[src/rtl/multi_cycle_control.sv]
// Multi-cycle main control FSM for the MIPS-like shared-memory datapath.
// Sequences FETCH/DECODE/EXEC/MEM/WB/BRANCH/JUMP and counts retired instructions.
module multi_cycle_control #(
  parameter int OPCODE_W = 3,
  parameter int CNT_W    = 16
) (
  input  logic                clk,
  input  logic                rst_n,
  input  logic [OPCODE_W-1:0] opcode,
  input  logic                zero,
  input  logic                mem_ready,
  output logic                PCWrite,
  output logic                IRWrite,
  output logic                RegWrite,
  output logic                RegDst,
  output logic                MemtoReg,
  output logic                MemRead,
  output logic                MemWrite,
  output logic                ExtOp,
  output logic                ALUsrcA,
  output logic [1:0]          ALUsrcB,
  output logic [1:0]          ALUop,
  output logic [1:0]          PCSource,
  output logic                illegal_op,
  output logic                instr_done,
  output logic [CNT_W-1:0]    instr_count,
  output logic [2:0]          state_out
);

  typedef enum logic [2:0] {
    S_RST    = 3'd0,
    S_FETCH  = 3'd1,
    S_DECODE = 3'd2,
    S_EXEC   = 3'd3,
    S_MEM    = 3'd4,
    S_WB     = 3'd5,
    S_BRANCH = 3'd6,
    S_JUMP   = 3'd7
  } state_t;

  typedef enum logic [2:0] {
    OP_R    = 3'd0,
    OP_LW   = 3'd1,
    OP_SW   = 3'd2,
    OP_BEQ  = 3'd3,
    OP_ADDI = 3'd4,
    OP_JMP  = 3'd5,
    OP_ILL  = 3'd6
  } op_t;

  // Opcode values above the field's range simply never occur, so a narrow
  // OPCODE_W naturally loses ADDI and JMP.
  function automatic op_t classify(input logic [OPCODE_W-1:0] o);
    case (32'(o))
      0:       return OP_R;
      1:       return OP_LW;
      2:       return OP_SW;
      3:       return OP_BEQ;
      4:       return OP_ADDI;
      5:       return OP_JMP;
      default: return OP_ILL;
    endcase
  endfunction

  state_t            state_q, state_d;
  op_t               op_q, op_d;
  logic [CNT_W-1:0]  count_q;

  always_comb begin
    // NOTE: every combinational output gets a default first, so no path can
    // leave a signal unassigned and infer a latch.
    state_d    = state_q;
    op_d       = op_q;
    PCWrite    = 1'b0;
    IRWrite    = 1'b0;
    RegWrite   = 1'b0;
    RegDst     = 1'b0;
    MemtoReg   = 1'b0;
    MemRead    = 1'b0;
    MemWrite   = 1'b0;
    ExtOp      = 1'b0;
    ALUsrcA    = 1'b0;
    ALUsrcB    = 2'b00;
    ALUop      = 2'b00;
    PCSource   = 2'b00;
    illegal_op = 1'b0;
    instr_done = 1'b0;

    unique case (state_q)
      S_RST: state_d = S_FETCH;
      S_FETCH: begin
        MemRead = 1'b1;
        ALUsrcB = 2'b01;
        IRWrite = mem_ready;
        PCWrite = mem_ready;
        if (mem_ready) state_d = S_DECODE;
      end
      S_DECODE: begin
        // Branch target is computed speculatively into ALUOut here.
        op_d    = classify(opcode);
        ALUsrcB = 2'b11;
        ExtOp   = 1'b1;
        unique case (op_d)
          OP_R, OP_LW, OP_SW, OP_ADDI: state_d = S_EXEC;
          OP_BEQ:                      state_d = S_BRANCH;
          OP_JMP:                      state_d = S_JUMP;
          default: begin
            illegal_op = 1'b1;
            state_d    = S_FETCH;
          end
        endcase
      end
      S_EXEC: begin
        ALUsrcA = 1'b1;
        if (op_q == OP_R) begin
          ALUop = 2'b10;
        end else begin
          ALUsrcB = 2'b10;
          ExtOp   = 1'b1;
        end
        state_d = (op_q == OP_LW || op_q == OP_SW) ? S_MEM : S_WB;
      end
      S_MEM: begin
        MemRead  = (op_q == OP_LW);
        MemWrite = (op_q == OP_SW);
        if (mem_ready) begin
          if (op_q == OP_SW) begin
            instr_done = 1'b1;
            state_d    = S_FETCH;
          end else begin
            state_d = S_WB;
          end
        end
      end
      S_WB: begin
        RegWrite   = 1'b1;
        RegDst     = (op_q == OP_R);
        MemtoReg   = (op_q == OP_LW);
        instr_done = 1'b1;
        state_d    = S_FETCH;
      end
      S_BRANCH: begin
        ALUsrcA    = 1'b1;
        ALUop      = 2'b01;
        PCSource   = 2'b01;
        PCWrite    = zero;
        instr_done = 1'b1;
        state_d    = S_FETCH;
      end
      S_JUMP: begin
        PCSource   = 2'b10;
        PCWrite    = 1'b1;
        instr_done = 1'b1;
        state_d    = S_FETCH;
      end
      default: state_d = S_RST;
    endcase
  end

  // NOTE: sequential state uses non-blocking assignments so every flop samples
  // pre-edge values regardless of statement order.
  always_ff @(posedge clk or negedge rst_n) begin
    if (!rst_n) begin
      state_q <= S_RST;
      op_q    <= OP_R;
      count_q <= '0;
    end else begin
      state_q <= state_d;
      op_q    <= op_d;
      if (instr_done) count_q <= count_q + CNT_W'(1);
    end
  end

  assign instr_count = count_q;
  assign state_out   = state_q;

endmodule

[config.mk]
export PLATFORM = sky130hd
export DESIGN_NAME = multi_cycle_control
export DESIGN_NICKNAME = d
export VERILOG_FILES = /design/src/rtl/multi_cycle_control.sv
export SDC_FILE = /design/constraint.sdc
export NUM_CORES = 1
export LEC_CHECK = 0
export BUFFER_PORTS_ARGS = -buffer_cell sky130_fd_sc_hd__buf_2
export CORE_MARGIN = 2
export CORE_UTILIZATION = 53
export DETAILED_ROUTE_END_ITERATION = 7
export PLACE_DENSITY = 0.84
export SYNTH_ARGS = -nofsm -noshare
export SYNTH_HDL_FRONTEND = slang
export SYNTH_SLANG_ARGS = --single-unit
[constraint.sdc]
create_clock -name clk -period 2.2 [get_ports clk]
set_input_delay 0.33 -clock clk [delete_from_list [all_inputs] [get_ports clk]]
set_output_delay 0.33 -clock clk [all_outputs]
set_load 0.02 [all_outputs]
; ---- Word-level counts from Yosys, hierarchy flattened
; Cells that the tools add are included.
[totals]
register_bits = 22
input_bits = 7
out_inout_bits = 36
elab_cells = 64
[classes]
addsub = 1
n_eq_ne = 21
n_mux = 28
n_reduce_logical = 11
[ops]
columns = cell, count
row1 = $eq A3 B3 Y1 const B, 8
row2 = $eq A3 B2 Y1 const B, 7
row3 = $pmux W3 S6, 1
row4 = $add A16 B1 Y16 const B, 1
row5 = $pmux W3 S5, 1
row6 = $eq A3 B1 Y1 const B, 4
row7 = $logic_not A3 Y1, 4
row8 = $mux W1, 12
row9 = $mux W3, 4
row10 = $pmux W3 S3, 1
row11 = $pmux W2 S2, 2
row12 = $reduce_or A4 Y1, 2
row13 = $pmux W1 S2, 3
row14 = $pmux W2 S3, 1
row15 = $reduce_or A6 Y1, 1
row16 = $mux W2, 2
row17 = $ne A2 B2 Y1 const B, 2
row18 = $pmux W1 S3, 1
row19 = $reduce_or A3 Y1, 1
row20 = $reduce_and A2 Y1, 1
row21 = $reduce_or A2 Y1, 1
row22 = $logic_or A1 B1 Y1, 1

; ---- Longest topological paths before layout
; Gate-level depths: netlist of run 1.
[logic_depth]
ltp_word = 7
ltp_mapped = 5
ltp_nobuf = 5

; ---- Worst setup path after synthesis of run 1
; OpenSTA, ideal clock, no wires.
[synth_path]
path_type = reg2out
from = reg state_q[0] (netlist: state_out[0])
to = out MemWrite
t_arrival_ns = 1.738
t_required_ns = 1.870
setup_slack_ns = 0.132
stages_incl_launch_ff = 4
path_buffers = 0
path_cell_list = dfrtp_1 > nand2b_1 > nand2b_1 > nor4b_1
[synth_between]
elab_chain_len = 2
[synth_lines]
columns = item, line
row1 = "start, declared", 65  ; state_t state_q, state_d;
row2 = "start signal, assigned", 168  ; state_q <= state_d;
row3 = $eq A3 B3 Y1, 89  ; unique case (state_q)
row4 = $mux W1, 89
row5 = "end, declared", 18  ; output logic MemWrite,
; Every way passes these cells.

; ---- Worst setup path in the final report of run 1
[layout_path]
from = reg op_q[0]
to = out MemRead
[layout_between]
elab_chain_len = 2
[layout_lines]
columns = item, line
row1 = "start, declared", 66  ; op_t op_q, op_d;
row2 = "start signal, assigned", 169  ; op_q <= op_d;
row3 = $eq A3 B1 Y1, 124  ; MemRead = (op_q == OP_LW);
row4 = $pmux W1 S2, 89
row5 = "end, declared", 17  ; output logic MemRead,
; Every way passes these cells.

==> summary.md, run 1 <==
| Metric | Value |
|---|---|
| Status | finished clean |
| # diodes | 0 |
| WHS Path Cells | 3 |
| Pins Over Slew Limit | 0 |
| Routed length per instance | 13.26 um |
| Row cnt | 17 |
| Highest Signal Layer | met4 |
| Max Freq | a little under 500 MHz |
| Reg2reg start | op_q[2] |
| Power Total | 1.730 mW |
| Non-Filler Instances | around 190 |
| Die ar. | between 2000 and 3000 um2 |
| Synthesized instance count | about 120 |
| R2R cell count | 4 |
| Port bufs | between 40 and 50 |
| Worst hold slack | 0.2770 ns |
| TritonCTS clock tree | done |
| Pleak | 0.8030 nW |
| WHS Endpoint | op_q[0] |
| Fin nets | between 150 and 200 |
| Met2 WL | 1230 um |
| Share of cells above drive strength 1 | 0.3434 |
| Fillers | a little under 200 |
| Root Driver | clkbuf_4 |
| Initial Utilization | 0.5566 |
| CP Class | flip-flop to output port |
| Placed Instances | 190 |
| Final Hold Vio Count | 0 |
| Pwr/cell area | 1150 nW/um2 |
| Unique masters post-synth | 32 |
| Worst path max stage delay | 0.52 ns |
| RSZ-0062 raised after global routing | false |
| Met3 wire length | between 150 and 200 um |
| Multi-input gate area | 654.4 um2 |
| Global route overflow | 0 |
| Clk Latency, worst-skew pair | 0.31 ns |
| Drt pass-1 iters | 4 |
| Final design utilization | 0.6799 |
| Minimum clock period | approximately 2.0 ns |
| Post-synth EDFFs | 0 |
| Critical Path AT | roughly 1.7 ns |
| Layout area overhead | 22.15% |
| DRT iter0 DRCs | 11 |
| Most used DFF post-synth | dfrtp_1 |
| Hold path start | opcode[0] |
| First-pass GRT wire length | 4395 um |
| Synth Register Bits | 22 |
| Post-Route M1 WL | 1131 um |
| WL final | ~2600 um |
| Gpl congestion | slightly above 0.8 |
| Clock sink count | 22 |
| Die X-Extent | around 52 um |
| Ys async rst share | 1.000 |
| I/O Pins | 43 |
| Commonest non-fill, non-tap cell in the layout | buf_2 |
| Total negative setup slack | 0 ns |
| Final ANT Viol Nets | 0 |
| Vias in the first global route | a little over 1000 |
| Critical path launch point type | flip-flop |
| Synthesized area per cell | 10.09 um2 |
| Post-CTS setup buffers | 0 |
| Slew margin rel. | 0.6710 |
| Largest net degree at the start of global routing | 23 |
| Synthesized cell area | approximately 1200 um2 |
| Worst hold path class | input pin to flip-flop |
| Setup crit end kind | output port |
| Core ar. | about 2200 um2 |
| Most frequent cells in the layout | buf_2, dfrtp_1, nor2_1 |
| Max Root-Sink Buffers | 2 |
| CTS H-tree lvls | 1 |
| Sequential area share after synthesis | 0.4472 |
| Vias | slightly above 1000 |
| Crit path cell chain | inv_1, or4_1, a21oi_1, buf_2 |
| Vias/cell | approximately 5.3 |
| Max_cap viols | 0 |
| Final setup viols | 0 |
| Crit Path Max Fanout | 6 |
| Crit Reg-Reg Endpoint | instr_count[1] |
| Detailed Place HPWL | around 2000 um |
| Tcrit/Tclk final | 0.9312 |
| TritonCTS buffer count | 3 |
| Clock skew | 0.004100 ns |
| Synth warn | 0 |
| Syn Nets | 130 |
| DRC | 0 |
| Max IR drop VDD | approximately 780 uV |
| Initial antenna violation count | 0 |
| Worst path slowest cell | or4_1 |
| Clock edge transition at the registers on the reported setup and hold paths | approximately 0.12 ns |
| Internal reg-to-reg setup slack | roughly 0.63 ns |
| Die Y | 52.20 um |
| Seq. cell area | 553.0 um2 |
| Worst path required time | 1.87 ns |
| Total GRT Usage | 0.2174 |
| Measured slew at the worst slew-check pin | ~0.5 ns |
power by group:
| group | total (mW) | switching (mW) | internal (mW) |
|---|---|---|---|
| sequential | 0.673 | 0.165 | 0.508 |
| clock | 0.182 | 0.118 | 0.0640 |
| combinational | 0.875 | 0.543 | 0.332 |
worst max-delay path by stage:
stage                       startpoint       end  slack, ns
after CTS                 state_out[2]   MemRead       0.05
after global placement    state_out[2]   MemRead       0.49
final                          op_q[0]   MemRead       0.15
after detailed placement  state_out[2]   MemRead       0.43
after global routing           op_q[0]   MemRead       0.02
after floorplan           state_out[0]  MemWrite       0.13
registers in the layout, summed over array words and instances (netlist names):
signal	count
op_q	3
state_out	3
instr_count	16
metal layers:
metal | up-vias | track usage
li1 | 516 | -
met1 | 467 | 0.2731
met2 | 43 | 0.3629
met3 | 4 | 0.03429
met4 | 0 | 0.1068
met5 | - | 0
synth_stat cells, types with 4 or more instances:
cell type | instances | area share
xor2_1 | 13 | 0.092
a21oi_1 | 4 | 0.016
nor3_1 | 4 | 0.016
nand2b_1 | 5 | 0.025
nand2_1 | 10 | 0.030
nand3_1 | 5 | 0.020
dfrtp_1 | 22 | 0.45
xnor2_1 | 5 | 0.036
nor2_1 | 18 | 0.055
stage by stage:
step	setup WS [ns]	area [um2]
floorplan	0.1320	1231
global placement	0.4878	1469
detailed placement	0.4259	1469
CTS	0.05464	1501
global route	0.01672	1504
finish	0.1513	1504
cell type report:
class                   instances  area share
multi-input cells              94      0.4351
inverters                       3    0.007488
clock buffers                   3     0.01498
repair buffers                 44      0.1514
flip-flops and latches         22      0.3677
well taps                      28     0.02329
worst max-delay path: cells and delay by family (launching register included):
family | cells | cell delay [ns]
DFF | 1 | 0.43
AOI/OAI and AO/OA | 1 | 0.15
buffers and inverters | 2 | 0.30
and+or+nand+nor | 1 | 0.52
timing repair:
item	CTS	global route
endpoints found under the hold margin	22	0
resized for setup	0	2
hold buffers	1	0
endpoints found under the setup margin	0	2
logic make-up (layout without fill, tap and decap cells):
logic type | Yosys count | after routing | synth area share
buf+inv | 6 | 50 | 0.02134
fa+ha+maj | 1 | 1 | 0.01016
compound gates | 13 | 13 | 0.09147
xor+xnor | 18 | 18 | 0.1280
mux | 3 | 3 | 0.02744
simple gates | 59 | 59 | 0.2744
flops | 22 | 22 | 0.4472
No activity file was read; power rests on OpenSTA's default activity.
==> run 2: changes to the inputs <==
==> config.mk (replaced) <==
export PLATFORM = sky130hd
export DESIGN_NAME = multi_cycle_control
export DESIGN_NICKNAME = d
export VERILOG_FILES = /design/src/rtl/multi_cycle_control.sv
export SDC_FILE = /design/constraint.sdc
export NUM_CORES = 1
export LEC_CHECK = 0
export CORE_MARGIN = 2
export CORE_UTILIZATION = 60
export DETAILED_ROUTE_END_ITERATION = 7
export DONT_BUFFER_PORTS = 1
export PLACE_DENSITY = 0.76
export SYNTH_ARGS = -nofsm -noshare
export SYNTH_HDL_FRONTEND = slang
export SYNTH_SLANG_ARGS = --single-unit
==> constraint.sdc (replaced) <==
create_clock -name clk -period 2.4 [get_ports clk]
set_input_delay 0.36 -clock clk [delete_from_list [all_inputs] [get_ports clk]]
set_output_delay 0.36 -clock clk [all_outputs]
set_load 0.02 [all_outputs]
==> summary.md, run 2 (same netlist as run 1, synthesis figures left out) <==
| Metric | Value |
|---|---|
| Root Driver | clkbuf_4 |
| Reg2reg start | state_out[1] |
| Die Y | approximately 49 um |
| Measured slew at the worst slew-check pin | between 0.9 and 1 ns |
| CP Class | flip-flop to output port |
| Clk Latency, worst-skew pair | just over 0.3 ns |
| Max Freq | 450.7 MHz |
| Setup crit end kind | output port |
| Pleak | between 0.6 and 0.7 nW |
| Non-Filler Instances | 159 |
| Number of flip-flops in the largest register | 16 |
| Placed Instances | 155 |
| Share of cells above drive strength 1 | 0.1591 |
| Worst Setup SP | state_out[1] |
| Internal reg-to-reg setup slack | slightly above 0.6 ns |
| Core ar. | 1942 um2 |
| Busiest grt layer | met2 |
| Worst path slowest cell | dfrtp_1 |
| Status | finished clean |
| Crit Reg-Reg Endpoint | op_q[1] |
| Commonest non-fill, non-tap cell in the layout | dfrtp_1 |
| Minimum clock period | ~2.2 ns |
| Global route overflow | 0 |
| Worst path max stage delay | roughly 0.64 ns |
| Drt pass-1 iters | 4 |
| Gpl congestion | approximately 0.83 |
| Final design utilization | 0.6952 |
| Worst path required time | between 2 and 2.5 ns |
| Die ar. | 2430 um2 |
| DRT iter0 DRCs | 19 |
| Clock skew | around 0.010 ns |
| GR Util met3 | 0.05521 |
| Routed length per instance | about 16 um |
| Layout area overhead | 9.654% |
| Critical Path AT | approximately 1.9 ns |
| Power Total | approximately 1.5 mW |
| Worst hold slack | between 0.15 and 0.2 ns |
| I/O Pins | 43 |
| Final Hold Vio Count | 0 |
| Initial Utilization | 0.6340 |
| Largest net degree at the start of global routing | 23 |
| DRC | 0 |
| Die X-Extent | around 49 um |
| Clock edge transition at the registers on the reported setup and hold paths | about 0.12 ns |
| Final setup viols | 0 |
| Port bufs | 0 |
| Vias in the first global route | between 800 and 900 |
| Pins Over Slew Limit | 0 |
| Clock sink count | 22 |
| CTS H-tree lvls | 1 |
| # diodes | 0 |
| Worst setup path end | MemWrite |
| Worst hold path class | input pin to flip-flop |
| Max IR drop VDD | around 830 uV |
| Detailed Place HPWL | between 1500 and 2000 um |
| Max Root-Sink Buffers | 2 |
| R2R cell count | 3 |
| TritonCTS clock tree | done |
| Critical path launch point type | flip-flop |
| Initial antenna violation count | 0 |
| Total negative setup slack | 0 ns |
| Most frequent cells in the layout | dfrtp_1, nor2_1, xor2_1 |
| Met2 Use GR | 0.3671 |
| WL final | approximately 2500 um |
| Total GRT Usage | 0.2213 |
| Vias | 940 |
| Crit path cell chain | inv_1, nand2b_1, nor4b_1, buf_4 |
| First-pass GRT wire length | ~4200 um |
| Pwr/cell area | approximately 1100 nW/um2 |
| Row cnt | 16 |
| Crit Path Max Fanout | 11 |
| Slew margin rel. | 0.3340 |
| Post-CTS setup buffers | 0 |
| TritonCTS buffer count | 3 |
| Max_cap viols | 0 |
| Tcrit/Tclk final | 0.9245 |
| Fin nets | 142 |
| RSZ-0062 raised after global routing | false |
| Final ANT Viol Nets | 0 |
| M1 GR Usage | 0.2792 |
| Vias/cell | 5.912 |
run 2: cell count changes in the layout (fill, tap and decap cells not counted):
cell     before  now
dfrtp_2       2    0
dfrtp_1      20   22
buf_2        42    0
buf_4         1    9
run 2: layout make-up:
type | count | area [um2]
multi-input cells | 94 | 654.4
well taps | 27 | 33.78
clock buffers | 3 | 22.52
repair buffers | 10 | 77.57
inverters | 3 | 11.26
fillers | 149 | 591.8
flip-flops and latches | 22 | 550.5
run 2: how the worst min path moves through the flow:
stage	to	from	slack, ns	cells past startpoint
after floorplan	instr_count[0]	rst_n	0.06	0
after global placement	instr_count[5]	rst_n	0.06	0
after detailed placement	instr_count[5]	rst_n	0.06	0
after CTS	op_q[0]	opcode[0]	0.19	2
after global routing	op_q[1]	opcode[1]	0.20	1
final	op_q[0]	opcode[0]	0.19	2
run 2: where the power goes:
group	total [mW]	internal (mW)	leakage [nW]	switching [mW]
logic	0.637	0.241	0.346	0.396
registers	0.689	0.461	0.284	0.228
clock network	0.168	0.0586	0.0138	0.109
total	1.49	0.760	0.643	0.733
run 2: repair_timing:
| item | in CTS | in global routing |
|---|---|---|
| endpoints found under the setup margin | 0 | 0 |
| resized for setup | 0 | 0 |
| endpoints found under the hold margin | 22 | 0 |
| hold buffers | 1 | 0 |
run 2: routing by layer:
layer / share of wire / vias to the layer above / wire length, um
met4: 0.012 / 0 / 30
met3: 0.061 / 4 / 155
met2: 0.50 / 37 / 1274
met5: 0 / - / 0
li1: - / 448 / -
met1: 0.42 / 451 / 1071
run 2: per-stage QoR:
stage | area, um2 | worst slack (ns)
2_1_floorplan | 1231 | 0.3020
3_3_place_gp | 1318 | 0.6027
3_5_place_dp | 1318 | 0.5420
4_1_cts | 1350 | 0.1796
5_1_grt | 1350 | 0.06743
6_report | 1350 | 0.1813
run 2: worst max-delay path: cells and delay by family, from the launching register on:
family	cells	cell delay, ns
and+or+nand+nor	2	0.43
buffers and inverters	2	0.48
DFF	1	0.64
